### config.mk
export PLATFORM = sky130hd
export DESIGN_NAME = jtcps1_sdram_arb_flat
export DESIGN_NICKNAME = d
export VERILOG_FILES = /design/src/rtl/jtcps1_sdram_pkg.sv /design/src/rtl/jtcps1_sdram_arb_if.sv /design/src/rtl/jtcps1_arb_pick.sv /design/src/rtl/jtcps1_sdram_arb.sv /design/src/flat_wrapper.sv
export SDC_FILE = /design/constraint.sdc
export NUM_CORES = 1
export LEC_CHECK = 0
export BUFFER_PORTS_ARGS = -buffer_cell sky130_fd_sc_hd__buf_4
export CORE_ASPECT_RATIO = 0.5
export CORE_UTILIZATION = 25
export CTS_BUF_LIST = sky130_fd_sc_hd__clkbuf_2
export DETAILED_ROUTE_END_ITERATION = 12
export PLACE_DENSITY = 0.53
export SLEW_MARGIN = 20
export SYNTH_ARGS = -nofsm -noshare
export SYNTH_HDL_FRONTEND = slang
export SYNTH_HIERARCHICAL = 1
export SYNTH_SLANG_ARGS = --single-unit
### constraint.sdc
create_clock -name clk -period 3.3 [get_ports clk]
set_input_delay 0.495 -clock clk [delete_from_list [all_inputs] [get_ports clk]]
set_output_delay 0.495 -clock clk [all_outputs]
set_load 0.02 [all_outputs]
### src/rtl/jtcps1_sdram_pkg.sv
// Shared types and constants for the CPS SDRAM request scheduler.
package jtcps1_sdram_pkg;

   typedef enum logic [1:0] {
      IDLE  = 2'd0,
      ISSUE = 2'd1,
      WAIT  = 2'd2
   } state_t;

   localparam logic [1:0] BA_RAM = 2'd0;
   localparam logic [1:0] BA_SND = 2'd1;
   localparam logic [1:0] BA_GFX = 2'd2;
   localparam logic [1:0] BA_ROM = 2'd3;

   localparam logic [9:0] RFSH_PERIOD_DFLT = 10'd384;

endpackage

### src/rtl/jtcps1_sdram_arb_if.sv
// Single-access command port between the scheduler and the SDRAM engine.
interface jtcps1_sdram_arb_if #(
   parameter int AW = 22
);

   logic [AW-1:0] sd_addr;
   logic [1:0]    sd_ba;
   logic          sd_rd;
   logic          sd_wr;
   logic          sd_rfsh;
   logic [15:0]   sd_din;
   logic [1:0]    sd_din_m;
   logic          sd_ack;
   logic          sd_rdy;

   modport master (
      output sd_addr, sd_ba, sd_rd, sd_wr, sd_rfsh,
      output sd_din, sd_din_m,
      input  sd_ack, sd_rdy
   );

   modport slave (
      input  sd_addr, sd_ba, sd_rd, sd_wr, sd_rfsh,
      input  sd_din, sd_din_m,
      output sd_ack, sd_rdy
   );

endinterface

### src/rtl/jtcps1_arb_pick.sv
// Winner select: refresh, then lowest starved bank, then ba0>ba3>ba2>ba1.
module jtcps1_arb_pick
   import jtcps1_sdram_pkg::*;
(
   input  logic [3:0] req,
   input  logic [3:0] starve,
   input  logic       rfsh_pend,
   output logic [1:0] idx,
   output logic       rfsh,
   output logic       valid
);

   logic [3:0] hit;

   assign hit = req & starve;

   always_comb begin
      idx   = BA_RAM;
      rfsh  = 1'b0;
      valid = 1'b1;
      if (rfsh_pend)    rfsh = 1'b1;
      else if (hit[0])  idx  = BA_RAM;
      else if (hit[1])  idx  = BA_SND;
      else if (hit[2])  idx  = BA_GFX;
      else if (hit[3])  idx  = BA_ROM;
      else if (req[0])  idx  = BA_RAM;
      else if (req[3])  idx  = BA_ROM;
      else if (req[2])  idx  = BA_GFX;
      else if (req[1])  idx  = BA_SND;
      else              valid = 1'b0;
   end

endmodule

### src/rtl/jtcps1_sdram_arb.sv
// Four-bank SDRAM request scheduler with starvation override and
// blanking-time auto-refresh pacing.
module jtcps1_sdram_arb
   import jtcps1_sdram_pkg::*;
#(
   parameter int         AW          = 22,
   parameter logic [5:0] STARVE      = 6'd31,
   parameter logic [9:0] RFSH_PERIOD = RFSH_PERIOD_DFLT
) (
   input  logic          clk,
   input  logic          rst,
   input  logic          refresh_en,
   input  logic [AW-1:0] ba0_addr,
   input  logic          ba0_rd,
   input  logic          ba0_wr,
   input  logic [15:0]   ba0_din,
   input  logic [1:0]    ba0_din_m,
   output logic          ba0_ack,
   output logic          ba0_rdy,
   input  logic [AW-1:0] ba1_addr,
   input  logic          ba1_rd,
   output logic          ba1_ack,
   output logic          ba1_rdy,
   input  logic [AW-1:0] ba2_addr,
   input  logic          ba2_rd,
   output logic          ba2_ack,
   output logic          ba2_rdy,
   input  logic [AW-1:0] ba3_addr,
   input  logic          ba3_rd,
   output logic          ba3_ack,
   output logic          ba3_rdy,
   jtcps1_sdram_arb_if.master sd
);

   state_t        state, nxt;
   logic [3:0]    req, own, req_m, starve;
   logic [5:0]    wcnt [4];
   logic [9:0]    rcnt;
   logic          rfsh_pend;
   logic [1:0]    pick_idx;
   logic          pick_rf, pick_v, take;
   logic [AW-1:0] pick_addr;
   logic [1:0]    gnt;
   logic          rf_q, wr_q;
   logic [AW-1:0] addr_q;
   logic [15:0]   din_q;
   logic [1:0]    dm_q;
   logic          ack_v, rdy_v;
   logic [3:0]    ack_vec, rdy_vec;

   // The granted bank is deaf from grant until its transaction ends
   assign req   = {ba3_rd, ba2_rd, ba1_rd, ba0_rd | ba0_wr};
   assign own   = (state != IDLE && !rf_q) ? (4'b0001 << gnt) : 4'd0;
   assign req_m = req & ~own;
   assign take  = state == IDLE && pick_v && !pick_rf;

   always_comb begin
      starve = 4'd0;
      for (int n = 0; n < 4; n++) starve[n] = wcnt[n] >= STARVE;
   end

   jtcps1_arb_pick u_pick (
      .req       (req_m),
      .starve    (starve),
      .rfsh_pend (rfsh_pend),
      .idx       (pick_idx),
      .rfsh      (pick_rf),
      .valid     (pick_v)
   );

   always_comb begin
      unique case (pick_idx)
         BA_SND:  pick_addr = ba1_addr;
         BA_GFX:  pick_addr = ba2_addr;
         BA_ROM:  pick_addr = ba3_addr;
         default: pick_addr = ba0_addr;
      endcase
   end

   always_ff @(posedge clk) begin
      if (rst) state <= IDLE;
      else     state <= nxt;
   end

   always_comb begin
      nxt = state;
      unique case (state)
         IDLE:    if (pick_v) nxt = ISSUE;
         ISSUE:   if (sd.sd_ack) nxt = sd.sd_rdy ? IDLE : WAIT;
         WAIT:    if (sd.sd_rdy) nxt = IDLE;
         default: nxt = IDLE;
      endcase
   end

   always_comb begin
      ack_v = state == ISSUE && sd.sd_ack && !rf_q;
      rdy_v = (state == WAIT || (state == ISSUE && sd.sd_ack))
              && sd.sd_rdy && !rf_q;
      ack_vec = ack_v ? (4'b0001 << gnt) : 4'd0;
      rdy_vec = rdy_v ? (4'b0001 << gnt) : 4'd0;
      sd.sd_rd   = state == ISSUE && !rf_q && !wr_q;
      sd.sd_wr   = state == ISSUE && wr_q;
      sd.sd_rfsh = state == ISSUE && rf_q;
   end

   assign {ba3_ack, ba2_ack, ba1_ack, ba0_ack} = ack_vec;
   assign {ba3_rdy, ba2_rdy, ba1_rdy, ba0_rdy} = rdy_vec;
   assign sd.sd_addr  = addr_q;
   assign sd.sd_ba    = gnt;
   assign sd.sd_din   = din_q;
   assign sd.sd_din_m = dm_q;

   always_ff @(posedge clk) begin
      if (rst) begin
         gnt    <= BA_RAM;
         rf_q   <= 1'b0;
         wr_q   <= 1'b0;
         addr_q <= '0;
         din_q  <= 16'd0;
         dm_q   <= 2'b11;
      end else if (state == IDLE && pick_v) begin
         rf_q   <= pick_rf;
         gnt    <= pick_rf ? BA_RAM : pick_idx;
         wr_q   <= !pick_rf && pick_idx == BA_RAM && ba0_wr;
         addr_q <= pick_rf ? '0 : pick_addr;
         din_q  <= (!pick_rf && pick_idx == BA_RAM) ? ba0_din : 16'd0;
         dm_q   <= (!pick_rf && pick_idx == BA_RAM) ? ba0_din_m : 2'b11;
      end
   end

   always_ff @(posedge clk) begin
      for (int n = 0; n < 4; n++) begin
         if (rst || !req_m[n] || (take && pick_idx == 2'(n)))
            wcnt[n] <= 6'd0;
         else if (wcnt[n] != 6'd63)
            wcnt[n] <= wcnt[n] + 6'd1;
      end
   end

   // Leaving blanking drops a refresh that has not been issued yet
   always_ff @(posedge clk) begin
      if (rst || !refresh_en) begin
         rcnt      <= 10'd0;
         rfsh_pend <= 1'b0;
      end else if (rcnt == RFSH_PERIOD - 10'd1) begin
         rcnt      <= 10'd0;
         rfsh_pend <= 1'b1;
      end else begin
         rcnt <= rcnt + 10'd1;
         if (state == ISSUE && rf_q && sd.sd_ack) rfsh_pend <= 1'b0;
      end
   end

endmodule

### src/flat_wrapper.sv
// flat-port wrapper written by rule: the top's interface ports become plain ports
module jtcps1_sdram_arb_flat import jtcps1_sdram_pkg::*;
#(
   parameter int         AW          = 22,
   parameter logic [5:0] STARVE      = 6'd31,
   parameter logic [9:0] RFSH_PERIOD = RFSH_PERIOD_DFLT
)
  (clk, rst, refresh_en, ba0_addr, ba0_rd, ba0_wr, ba0_din, ba0_din_m, ba0_ack, ba0_rdy, ba1_addr, ba1_rd, ba1_ack, ba1_rdy, ba2_addr, ba2_rd, ba2_ack, ba2_rdy, ba3_addr, ba3_rd, ba3_ack, ba3_rdy, sd_sd_addr, sd_sd_ba, sd_sd_rd, sd_sd_wr, sd_sd_rfsh, sd_sd_din, sd_sd_din_m, sd_sd_ack, sd_sd_rdy);
  jtcps1_sdram_arb_if #(.AW(AW)) sd_i ();
  input  logic clk;
  input  logic rst;
  input  logic refresh_en;
  input  logic [AW-1:0] ba0_addr;
  input  logic ba0_rd;
  input  logic ba0_wr;
  input  logic [15:0] ba0_din;
  input  logic [1:0] ba0_din_m;
  output logic ba0_ack;
  output logic ba0_rdy;
  input  logic [AW-1:0] ba1_addr;
  input  logic ba1_rd;
  output logic ba1_ack;
  output logic ba1_rdy;
  input  logic [AW-1:0] ba2_addr;
  input  logic ba2_rd;
  output logic ba2_ack;
  output logic ba2_rdy;
  input  logic [AW-1:0] ba3_addr;
  input  logic ba3_rd;
  output logic ba3_ack;
  output logic ba3_rdy;
  output wire logic [$bits(sd_i.sd_addr)-1:0] sd_sd_addr;
  output wire logic [$bits(sd_i.sd_ba)-1:0] sd_sd_ba;
  output wire logic [$bits(sd_i.sd_rd)-1:0] sd_sd_rd;
  output wire logic [$bits(sd_i.sd_wr)-1:0] sd_sd_wr;
  output wire logic [$bits(sd_i.sd_rfsh)-1:0] sd_sd_rfsh;
  output wire logic [$bits(sd_i.sd_din)-1:0] sd_sd_din;
  output wire logic [$bits(sd_i.sd_din_m)-1:0] sd_sd_din_m;
  input wire logic [$bits(sd_i.sd_ack)-1:0] sd_sd_ack;
  input wire logic [$bits(sd_i.sd_rdy)-1:0] sd_sd_rdy;
  assign sd_sd_addr = sd_i.sd_addr;
  assign sd_sd_ba = sd_i.sd_ba;
  assign sd_sd_rd = sd_i.sd_rd;
  assign sd_sd_wr = sd_i.sd_wr;
  assign sd_sd_rfsh = sd_i.sd_rfsh;
  assign sd_sd_din = sd_i.sd_din;
  assign sd_sd_din_m = sd_i.sd_din_m;
  assign sd_i.sd_ack = sd_sd_ack;
  assign sd_i.sd_rdy = sd_sd_rdy;
  jtcps1_sdram_arb #(.AW(AW), .STARVE(STARVE), .RFSH_PERIOD(RFSH_PERIOD)) u_core (.clk(clk), .rst(rst), .refresh_en(refresh_en), .ba0_addr(ba0_addr), .ba0_rd(ba0_rd), .ba0_wr(ba0_wr), .ba0_din(ba0_din), .ba0_din_m(ba0_din_m), .ba0_ack(ba0_ack), .ba0_rdy(ba0_rdy), .ba1_addr(ba1_addr), .ba1_rd(ba1_rd), .ba1_ack(ba1_ack), .ba1_rdy(ba1_rdy), .ba2_addr(ba2_addr), .ba2_rd(ba2_rd), .ba2_ack(ba2_ack), .ba2_rdy(ba2_rdy), .ba3_addr(ba3_addr), .ba3_rd(ba3_rd), .ba3_ack(ba3_ack), .ba3_rdy(ba3_rdy), .sd(sd_i));
endmodule
# Word level (Yosys, flattened, before mapping)
# Memories as Yosys holds them, arrays and structs flattened.
# Index checks and enable logic that the tools add are counted.
totals:
  output_inout_bits: 53
  inputBits: 116
  n_memories: 1
  mem_bits_rw: 24
  elab_cells: 141
  ff_bits: 57
mem_list:
  columns: ["name", "depth", "word_bits", "read_ports", "rd_clocked_by_memory_dff", "wr", "line_no", "source"]
  rows:
  - ["u_core.wcnt", 4, 6, 4, 0, 4, "jtcps1_sdram_arb.sv:37", "logic [5:0] wcnt [4];"]
classes:
  muxes: 58
  shift: 1
  addsub: 5
  magnitude_cmp: 4
  n_eq_ne: 13
  bitwise: 8
  reduce_logical: 42
op_table:
  columns: ["operator", "n"]
  rows:
  - ["$pmux W22 S3", 1]
  - ["$mux W1", 33]
  - ["$mux W2", 14]
  - ["$add A6 B1 Y6 const B", 4]
  - ["$ge A6 B5 Y1 const B", 4]
  - ["$mux W6", 4]
  - ["$ne A6 B6 Y1 const B", 4]
  - ["$mux W22", 1]
  - ["$logic_and A1 B1 Y1", 18]
  - ["$mux W16", 1]
  - ["$mux W4", 3]
  - ["$add A10 B1 Y10 const B", 1]
  - ["$eq A10 B9 Y1 const B", 1]
  - ["$logic_or A1 B1 Y1", 10]
  - ["$and A4 B4 Y4", 2]
  - ["$logic_not A1 Y1", 8]
  - ["$eq A2 B2 Y1 const B", 3]
  - ["$pmux W2 S3", 1]
  - ["$or A1 B1 Y1", 5]
  - ["$eq A2 B1 Y1 const B", 2]
  - ["$logic_not A2 Y1", 2]
  - ["$ne A2 B2 Y1 const B", 2]
  - ["$not A4 Y4", 1]
  - ["$reduce_bool A2 Y1", 2]
  - ["4 further kinds", 4]

# Depth between registers and ports, before layout
# Gate-level depths: netlist of run 1.
depth:
  ltp_word: 21
  mapped_depth: 12
  depth_no_buf: 9

# By module
# Netlist of run 1, hierarchy kept.
by_module_without_submodules:
  columns: ["module", "n_inst", "cells_each", "seq_area_each_um2", "area_each_um2"]
  rows:
  - ["jtcps1_sdram_arb", 1, 363, 1861.8, 3942.5]
  - ["jtcps1_arb_pick", 1, 16, 0.0, 96.3]

# Worst setup path before layout of run 1
# OpenSTA, ideal clock, no wires.
synth_path:
  kind: "register to register"
  start: "register u_core.gnt[1] (netlist: u_core/sd.sd_ba[1])"
  end: "register u_core.addr_q[0] (netlist: u_core/sd.sd_addr[0])"
  n_path_buf: 2
  period_less_slack_ns: 2.765
  slack_ns: 0.535
  required_time_ns: 3.183
  t_arrival_ns: 2.648
  path_stages_with_launch: 11
  setup_time_ns: 0.117
  path_cell_list: "dfxtp_1 -> nand2b_1 -> o21ai_0 -> inv_1 -> nor2b_1 -> a21oi_1 -> o32ai_2 -> buf_2 -> buf_2 -> mux4_2 -> a22o_1"
synth_via:
  elab_cells_between_ends: 29
  cone_classes: "eq/ne (3); shift (1); mux (21); bitwise (3); reduce/logical (1)"
synth_rtl:
  columns: ["item", "line_no", "source"]
  rows:
  - ["start, declared", "jtcps1_sdram_arb.sv:43", "logic [1:0] gnt;"]
  - ["start signal, assigned", "jtcps1_sdram_arb.sv:123", "gnt <= pick_rf ? BA_RAM : pick_idx;"]
  - ["$shl A1 B2 Y4 (*)", "jtcps1_sdram_arb.sv:53", "assign own = (state != IDLE && !rf_q) ? (4'b0001 << gnt) : 4'd0;"]
  - ["$mux W4 (*)", "jtcps1_sdram_arb.sv:53", null]
  - ["$not A4 Y4 (*)", "jtcps1_sdram_arb.sv:54", "assign req_m = req & ~own;"]
  - ["$and A4 B4 Y4 (*)", "jtcps1_sdram_arb.sv:54", null]
  - ["named net u_core.req_m[2]", "jtcps1_sdram_arb.sv:36", "logic [3:0] req, own, req_m, starve;"]
  - ["$mux W2", "jtcps1_arb_pick.sv:28", "else if (req[2]) idx = BA_GFX;"]
  - ["$mux W2", "jtcps1_arb_pick.sv:27", "else if (req[3]) idx = BA_ROM;"]
  - ["$mux W2", "jtcps1_arb_pick.sv:26", "else if (req[0]) idx = BA_RAM;"]
  - ["$mux W2", "jtcps1_arb_pick.sv:25", "else if (hit[3]) idx = BA_ROM;"]
  - ["$mux W2 (*)", "jtcps1_arb_pick.sv:24", "else if (hit[2]) idx = BA_GFX;"]
  - ["$mux W2 (*)", "jtcps1_arb_pick.sv:23", "else if (hit[1]) idx = BA_SND;"]
  - ["$mux W2 (*)", "jtcps1_arb_pick.sv:22", "else if (hit[0]) idx = BA_RAM;"]
  - ["$mux W2 (*)", "jtcps1_arb_pick.sv:21", "if (rfsh_pend) rfsh = 1'b1;"]
  - ["named net u_core.pick_idx[0]", "jtcps1_sdram_arb.sv:40", "logic [1:0] pick_idx;"]
  - ["$eq A2 B2 Y1 or $eq A2 B1 Y1 (tied branches)", "jtcps1_sdram_arb.sv:72", "unique case (pick_idx)"]
  - ["$pmux W22 S3 (*)", "jtcps1_sdram_arb.sv:72", null]
  - ["$mux W22 (*)", "jtcps1_sdram_arb.sv:125", "addr_q <= pick_rf ? '0 : pick_addr;"]
  - ["end signal, assigned", "jtcps1_sdram_arb.sv:125", null]
  - ["end, declared", "jtcps1_sdram_arb.sv:45", "logic [AW-1:0] addr_q;"]
# Mark *: on every way through the listed nets, which the timed path passes. The rest lies on a longest branch.
# A chain may end at the register's enable or synchronous reset.

==> results of run 1 <==
-- per-layer routing --
metal  global-route usage [%]  share of wire [%]  vias to the layer above  routed length [µm]
met5                        0                  0                        -                   0
met4                     3.74                1.2                        0                 143
met3                     2.90                2.9                       10                 341
met2                     22.5                 50                       58                5900
met1                     18.1                 45                     1700                5320
li1                         -                  -                     1733                   -
-- registers in the layout (all words and copies together), names as in the netlist --
register	count
u_core/sd.sd_ba	2
u_core/rfsh_pend	1
u_core/wcnt	24
u_core/rcnt	10
u_core/sd.sd_din	16
u_core/rf_q	1
u_core/sd.sd_din_m	2
u_core/sd.sd_addr	22
u_core/wr_q	1
u_core/state	2
-- final timing paths --
check | end | slack (ps)
setup / recovery | u_core/wcnt[2][3] | 340
hold / removal | u_core/state[1] | 120
setup reg to reg | u_core/wcnt[2][3] | 340
hold reg to reg | u_core/sd.sd_addr[2] | 510
-- synth_stat cells (all sizes together) --
cell    number
a22o        22
and2         3
nand2       20
a31oi        2
and4         1
and2b        2
nor3b        4
or3          2
nor4         3
nor3        10
o21ai        6
a22oi       18
ha           5
o22ai        2
nor4b        1
clkbuf      11
nand2b       6
dfxtp       57
a221oi       1
o32ai        2
nand3b       2
a21o         4
edfxtp      24
nand4        3
or4          3
inv         12
xnor2       11
nor2b        2
or3b         2
mux4        22
a211oi       1
buf         11
nand3       12
a32o         1
a21oi        7
o21bai       1
xor2        10
and3        10
a311o        1
or4b         2
mux2i        1
nor2        59
-- cell families after synthesis --
family,Yosys count,synth area share [%]
simple gates,147,18.6
flops,81,46.1
compound gates,68,12.8
buf+inv,34,3.90
mux,23,12.5
xor+xnor,21,4.55
fa+ha+maj,5,1.55
-- metrics by stage --
stage | setup WS [ps] | area (µm²) | power, W | cells
floorplan | 535 | 4040 | 0.00153 | 379
global placement | 241 | 5540 | 0.00181 | 737
detailed placement | 88.2 | 5540 | 0.00181 | 737
CTS | 33.5 | 5650 | 0.00236 | 753
finish | 341 | 5670 | 0.00232 | 753
global route | 55.8 | 5670 | 0.00245 | 753
-- where the power goes --
group          internal [W]  switching [W]
Clock              0.000175       0.000355
Combinational      0.000344       0.000315
Sequential          0.00109      0.0000446
-- worst max-delay path: stages, from the launching register on --
cell	delay [ps]
dfxtp_1	410
o21bai_1	310
o21ai_0	250
inv_1	200
nor2_1	60
nand2_1	120
or4b_4	540
nor3b_1	390
nor3_1	100
nand2b_1	270
-- cell type report --
type / count / area, µm² / share of cell area (%)
clock buffer: 10 / 50.0 / 0.883
tap: 204 / 255 / 4.50
clock inverter: 6 / 60.1 / 1.06
multi-input combinational: 264 / 2060 / 36.3
timing repair buffer: 176 / 1340 / 23.6
sequential: 81 / 1860 / 32.8
inverter: 12 / 45.0 / 0.794
-- what timing repair did --
item	CTS	global route
endpoints found under the setup margin	0	15
resized for setup	0	3
endpoints found under the hold margin	0	0
==> impl_results.md, run 1 <==
- R2R cell count: 9
- Ys Warns: 6
- Final wirelength: 11,700 µm
- Mapped cell area: 0.00404 mm²
- Max-cap check violation count: 0
- Initial DRC count: 167
- CP max FO: 7
- Insertion delay to the later sink of the worst-skew pair: 520 ps
- CTS tree: done
- Leakage: 2.42 nW
- Number of vias per cell: 4.65
- Overflow after GRT: 0
- Hold Fails Final Rpt: 0
- WHS: around 120 ps
- CP Data Required Time: 3510 ps
- Hold Crit Class: primary input to flop
- Seq/Total Area, Yosys: 46.1%
- Diodes inserted: 0
- Arrival time at the worst endpoint: 3170 ps
- Final Setup Violations: 0
- All-Layer GR Usage: a little over an eighth
- RR Startpoint: u_core/state[0]
- Root buf cell: clkbuf_2
- PD cells: 410 mW/mm²
- Hold buffer count at CTS: 0
- Yosys cell types: 51
- CP Launch Point: u_core/state[0]
- First-pass GRT wire length: between 15,000 and 20,000 µm
- Status: finished clean
- GP Congestion: 0.771
- Total iterations of the first detailed-routing run: 4
- Port-buffer cells: 168
- Fin crit period: 2960 ps
- Final Slew Violations: 0
- HP Start: sd_sd_rdy
- Syn Nets: 500
- Post-synthesis register bit count: 81
- Die area: 0.0167 mm²
- DP Wirelength: 8990 µm
- Max transition margin: 47.9%
- Die width: 182 µm
- Synth-to-Final Area Change: 40.4%
- Ratio of cells with drive above 1 in the final layout: 41.2%
- RSZ-0062 raised after global routing: no
- Initial antenna violation count: 0
- Commonest non-fill, non-tap cells in the layout: 174 x buf_4, 59 x nor2_1, 57 x dfxtp_1
- Remaining DRCs: 0
- Critical path class: flop to flop
- Clock sinks: 81
- Most common cell after layout, fill and taps aside: buf_4
- Number of global-route vias before repair: between 3,000 and 4,000
- Fill cells: 1,556
- Worst-path clk slew: 220 ps
- Clock skew: 30.3 ps
- Initial Util: 25.9%
- Hold Path Depth: 2
- Maximum VDD drop: between 0.0002 and 0.00025 V
- FP Rows: 32
- Largest net degree at the start of global routing: 41
- Mean area per synthesized cell: roughly 11 µm²
- Post CTS Setup Buffer Count: 0
- Post-synth top area share: 28.3%
- Io pins: 169
- Mapped Cells: between 300 and 400
- H-tree levels: 3
- Post-DR wirelength/cell: 15.6 µm
- Worst-Margin Slew: approximately 800 ps
- Top cells by area, synth: dfxtp_1 28%, edfxtp_1 18%, mux4_2 12%
- Fmax: 338 MHz
- Vias: 3,501
- Total CTS buffers: 9
- Fin Setup TNS: 0 ps
- Clock Tree Buf Depth: 2
- Final ANT Viol Nets: 0
- Crit share post-route: 89.7%
- CP Capture Type: flop
- Die Ht: 91.9 µm
- Cell taking the most area after synthesis: dfxtp_1
- Core Util, Final: a little over a third
- Core ar.: 0.0156 mm²
- Layout Nets: 665
- Startpoint Class: flop
Note: power is estimated with default switching activity, not from simulation.
==> run 2: changes to the inputs <==
--- a/config.mk
+++ b/config.mk
@@ -6,11 +6,13 @@
 export NUM_CORES = 1
 export LEC_CHECK = 0
 export BUFFER_PORTS_ARGS = -buffer_cell sky130_fd_sc_hd__buf_4
+export CELL_PAD_IN_SITES_DETAIL_PLACEMENT = 0
+export CELL_PAD_IN_SITES_GLOBAL_PLACEMENT = 1
 export CORE_ASPECT_RATIO = 0.5
 export CORE_UTILIZATION = 25
 export CTS_BUF_LIST = sky130_fd_sc_hd__clkbuf_2
 export DETAILED_ROUTE_END_ITERATION = 12
-export PLACE_DENSITY = 0.53
+export PLACE_DENSITY = 0.65
 export SLEW_MARGIN = 20
 export SYNTH_ARGS = -nofsm -noshare
 export SYNTH_HDL_FRONTEND = slang
==> run 2 against run 1 <==
First-iteration DRC count is 28% higher. Critical path depth is the same. Setup slack lost 110 ps. Clock power grew 3%. Die area unchanged. Hold slack lost 14 ps. Design area is 0.29% lower. Utilization decreased by 0.10 points. Clock skew is 6.5 ps higher. Sequential share of layout area grew 0.094 points. Final cell count decreased by 0.13%. Routed wire length grew 1.0%.
==> impl_results.md, run 2 (synthesis results as in run 1) <==
- Status: finished clean
- Fin crit period: 3070 ps
- Port-buffer cells: around 170
- Clock sinks: 81
- Synth-to-Final Area Change: 40.0%
- Initial DRC count: 214
- Max transition margin: 64.0%
- CP Launch Point: u_core/state[0]
- All-Layer GR Usage: roughly 14%
- FP Rows: 32
- Die width: 182 µm
- Remaining DRCs: 0
- Worst-path clk slew: 220 ps
- Most common cell after layout, fill and taps aside: buf_4
- Core ar.: between 0.015 and 0.02 mm²
- Largest register FFs: 24
- DP Wirelength: 8980 µm
- Number of vias per cell: between 4 and 5
- Critical path class: flop to flop
- Io pins: 169
- Overflow after GRT: 0
- CP Capture Type: flop
- Die Ht: 91.9 µm
- RR Startpoint: u_core/state[0]
- Commonest non-fill, non-tap cells in the layout: 174 x buf_4, 59 x nor2_1, 57 x dfxtp_1
- Clock Tree Buf Depth: 2
- Diodes inserted: 0
- Hold Fails Final Rpt: 0
- Leakage: about 2.4 nW
- Total iterations of the first detailed-routing run: 4
- Total CTS buffers: 9
- Clock skew: about 37 ps
- Root buf cell: clkbuf_2
- Final ANT Viol Nets: 0
- Arrival time at the worst endpoint: roughly 3300 ps
- CTS tree: done
- Final Setup Violations: 0
- CP Data Required Time: between 3000 and 4000 ps
- Ratio of cells with drive above 1 in the final layout: 40.9%
- H-tree levels: 3
- Placed insts: between 700 and 800
- Die area: approximately 0.017 mm²
- PD cells: 412 mW/mm²
- GP Congestion: 0.751
- CP max FO: 7
- Largest Register: u_core/wcnt
- Max-cap check violation count: 0
- Finished Layout Cells: 752
- Number of global-route vias before repair: approximately 3,300
- Fmax: 326 MHz
- Vias: around 3,500
- Initial antenna violation count: 0
- Startpoint Class: flop
- Insertion delay to the later sink of the worst-skew pair: 540 ps
- Layout Nets: approximately 660
- Initial Util: 25.9%
- Crit share post-route: 92.9%
- Largest net degree at the start of global routing: roughly 40
- Final Slew Violations: 0
- Final wirelength: 11,800 µm
- Hold Crit Class: primary input to flop
- Overall power: 0.00233 W
- HP Start: sd_sd_rdy
- Post-DR wirelength/cell: 15.7 µm
- First-pass GRT wire length: 18,000 µm
- Worst-Margin Slew: 535 ps
- Maximum VDD drop: around 0.00015 V
- Hold buffer count at CTS: 0
run 2: report_power, final:
| group | switching [W] | internal, W | leakage (nW) |
|---|---|---|---|
| registers | 0.0000445 | 0.00109 | 0.760 |
| clock network | 0.000363 | 0.000180 | 0.0700 |
| logic | 0.000313 | 0.000340 | 1.59 |
run 2: critical path: stages (launching register included):
cell and delay, ps:
dfxtp_1 430, o21bai_1 320, o21ai_0 280, inv_1 180
nor3_1 70, nand2_1 140, or4b_4 540, nor3b_1 430
nor3_1 110, nand2b_1 270
run 2: routing by layer:
| layer | GRT usage, % | share of wire [%] |
|---|---|---|
| met1 | 18.4 | 46 |
| met2 | 23.0 | 50 |
| met3 | 3.42 | 3.5 |
| met4 | 3.53 | 1.1 |
| met5 | 0 | 0 |
run 2: final timing paths:
check                               to  slack, ps  cells past startpoint
setup / recovery     u_core/wcnt[2][0]        230                      9
hold / removal         u_core/state[1]        100                      2
setup reg to reg     u_core/wcnt[2][0]        230                      9
hold reg to reg   u_core/sd.sd_addr[9]        510                      1
run 2: stage by stage:
| stage | worst slack, ps | hold WS, ps | util (%) | TNS (ps) | area [µm²] |
|---|---|---|---|---|---|
| 2_1_floorplan | 535 | 448 | - | 0 | 4040 |
| 3_3_place_gp | 326 | 465 | 35.5 | 0 | 5540 |
| 3_5_place_dp | 265 | 463 | 35.5 | 0 | 5540 |
| 4_1_cts | 223 | 44.8 | 36.3 | 0 | 5650 |
| 5_1_grt | -2.92 | 33.5 | 36.3 | -7.92 | 5650 |
| 6_report | 235 | 101 | 36.3 | 0 | 5650 |
run 2: what timing repair did:
action / in CTS / in global routing
gates resized for setup: 0 / 1
setup endpoints to repair: 0 / 13
setup buffers: 0 / 0
run 2: final cells by class:
class,instances,area [µm²]
Clock buffer,11,55.1
Clock inverter,5,55.1
Fill cell,1596,9920
Inverter,12,45.0
Multi-Input combinational cell,264,2060
Sequential cell,81,1860
Tap cell,204,255
Timing Repair Buffer,175,1330
==> run 3: changes to the inputs <==
--- a/config.mk
+++ b/config.mk
@@ -5,14 +5,15 @@
 export SDC_FILE = /design/constraint.sdc
 export NUM_CORES = 1
 export LEC_CHECK = 0
-export BUFFER_PORTS_ARGS = -buffer_cell sky130_fd_sc_hd__buf_4
 export CELL_PAD_IN_SITES_DETAIL_PLACEMENT = 0
 export CELL_PAD_IN_SITES_GLOBAL_PLACEMENT = 1
 export CORE_ASPECT_RATIO = 0.5
+export CORE_MARGIN = 8
 export CORE_UTILIZATION = 25
 export CTS_BUF_LIST = sky130_fd_sc_hd__clkbuf_2
 export DETAILED_ROUTE_END_ITERATION = 12
-export PLACE_DENSITY = 0.65
+export DONT_BUFFER_PORTS = 1
+export PLACE_DENSITY = 0.53
 export SLEW_MARGIN = 20
 export SYNTH_ARGS = -nofsm -noshare
 export SYNTH_HDL_FRONTEND = slang
==> run 3 against run 2 <==
Power fell by 1.9%. Sequential share of layout area rose by 8.5 points. Combinational power fell by 41%. Clock-buffer cell count fell by 2. Sequential power rose by 7%. Critical endpoint is now u_core/wcnt[2][5].
==> impl_results.md, run 3 (synthesis results as in run 1) <==
- Final Slew Violations: 0
- Core Util, Final: 28.8%
- CP Data Required Time: 3670 ps
- Maximum VDD drop: 0.000170 V
- H-tree levels: 3
- Finished Layout Cells: 590
- Total CTS buffers: 9
- CP max-delay cell: or4b_2
- Largest register FFs: 24
- GR Layer Usage met3: 3.43%
- Crit share post-route: 90.9%
- Fin crit period: 3000 ps
- Worst path cell trace: o21bai_1 > o21ai_0 > inv_1 > nor2b_1 > a21oi_1 > o32ai_4 > nor3b_1 > or4b_2 > nor2_1
- Die width: 196 µm
- Initial Util: 25.9%
- Insertion delay to the later sink of the worst-skew pair: 530 ps
- R2r setup slk: 300 ps
- Diodes inserted: 0
- First-pass GRT wire length: 17,400 µm
- Post-DP Area: 0.00431 mm²
- Number of global-route vias before repair: 2,965
- Io pins: between 150 and 200
- Initial antenna violation count: 0
- Clock sinks: 81
- Met1 GRT Util: 12.8%
- CTS tree: done
- Slowest stage delay, CP: 710 ps
- Worst setup margin: 302 ps
- Overflow after GRT: 0
- RSZ-0062 raised after global routing: no
- Post-DR wirelength/cell: 18.8 µm
- CP Capture Type: flop
- Layout Nets: 502
- GP Congestion: between 0.6 and 0.7
- Max transition margin: 42.3%
- Synth-to-Final Area Change: 11.3%
- Max-cap check violation count: 0
- Largest net degree at the start of global routing: 25
- Most common cell after layout, fill and taps aside: nor2_1
- Finished Cell Area: 0.00449 mm²
- WP buf/inv: 1
- Internal power: 0.00161 W
- Reg power frac: 53.0%
- Die area: 0.0207 mm²
- Die Ht: 106 µm
- Worst-path clk slew: 240 ps
- Worst-Margin Slew: 863 ps
- Busiest layer in global routing: met2
- Initial DRC count: 113
- Worst slack, placed: 205 ps
- Arrival time at the worst endpoint: 3370 ps
- DP Wirelength: 8670 µm
- Status: finished clean
- FP Rows: 32
- Clock skew: 44.5 ps
- Fin Setup TNS: 0 ps
- Met2 Use GR: 17.5%
- Fmax: roughly 330 MHz
- All-Layer GR Usage: approximately a tenth
- Final wirelength: 11,100 µm
- Port-buffer cells: 0
- Combinational Power Share: 16.8%
- Hold Fails Final Rpt: 0
- Sw frac: approximately 30%
- Final Setup Violations: 0
- Root buf cell: clkbuf_2
- Critical path class: flop to flop
- Largest Register: u_core/wcnt
- Placed insts: 572
- Total iterations of the first detailed-routing run: 4
- Core ar.: about 0.016 mm²
- Startpoint Class: flop
- Number of vias per cell: approximately 4.9
- Commonest non-fill, non-tap cells in the layout: 59 x nor2_1, 57 x dfxtp_1, 24 x edfxtp_1
- Clock Tree Buf Depth: 2
- PD cells: 509 mW/mm²
- Hold Crit Class: primary input to flop
- Remaining DRCs: 0
- Final ANT Viol Nets: 0
- Leakage: about 1.6 nW
- P_sw: 0.000679 W
- Clock power frac: between 30% and 40%
- Ratio of cells with drive above 1 in the final layout: 15.5%
- Vias: 2,881
- CP max FO: 6
- Top delay family on crit path: simple AND/OR/NAND/NOR gates
run 3: cell types whose count changed in the layout (fill, tap and decap cells not counted), moves of 2 or more:
cell and change:
buf_4 -164, bufinv_16 +2, clkbuf_2 -2, dlygate4sd3_1 +2
run 3: layout make-up:
class | instances | area, µm²
clock buffers | 9 | 45.0
clock inverters | 7 | 116
fillers | 1631 | 11100
inverters | 12 | 45.0
multi-input cells | 264 | 2060
flip-flops and latches | 81 | 1860
well taps | 204 | 255
repair buffers | 13 | 115
run 3: per-stage QoR:
stage | power (W) | hold slack [ps]
6_report | 0.00229 | 85.8
3_5_place_dp | 0.00162 | 484
5_1_grt | 0.00240 | 11.1
4_1_cts | 0.00233 | 7.35
2_1_floorplan | 0.00153 | 448
3_3_place_gp | 0.00162 | 476
run 3: worst paths after layout:
| check | from | depth (start not counted) | to |
|---|---|---|---|
| setup / recovery | u_core/state[0] | 9 | u_core/wcnt[2][5] |
| hold / removal | rst | 1 | u_core/sd.sd_din_m[0] |
| setup reg to reg | u_core/state[0] | 9 | u_core/wcnt[2][5] |
| hold reg to reg | u_core/rcnt[0] | 1 | u_core/rcnt[0] |
run 3: power groups by stage:
stage          combinational [W]  sequential, W  clock, W
2_1_floorplan           0.000309        0.00122         0
3_3_place_gp            0.000380        0.00124         0
3_5_place_dp            0.000383        0.00123         0
4_1_cts                 0.000390        0.00121  0.000725
5_1_grt                 0.000425        0.00122  0.000756
6_report                0.000385        0.00121  0.000690
run 3: what timing repair did:
action,4_1_cts,5_1_grt
gates resized for setup,0,2
hold buffers,2,0
hold endpoints to repair,22,0
setup buffers,0,0
endpoints found under the setup margin,0,5
run 3: metal layers:
metal	vias up	routed length, µm
li1	1408	-
met1	1392	4760
met2	73	5690
met3	8	566
met4	0	108
met5	-	0
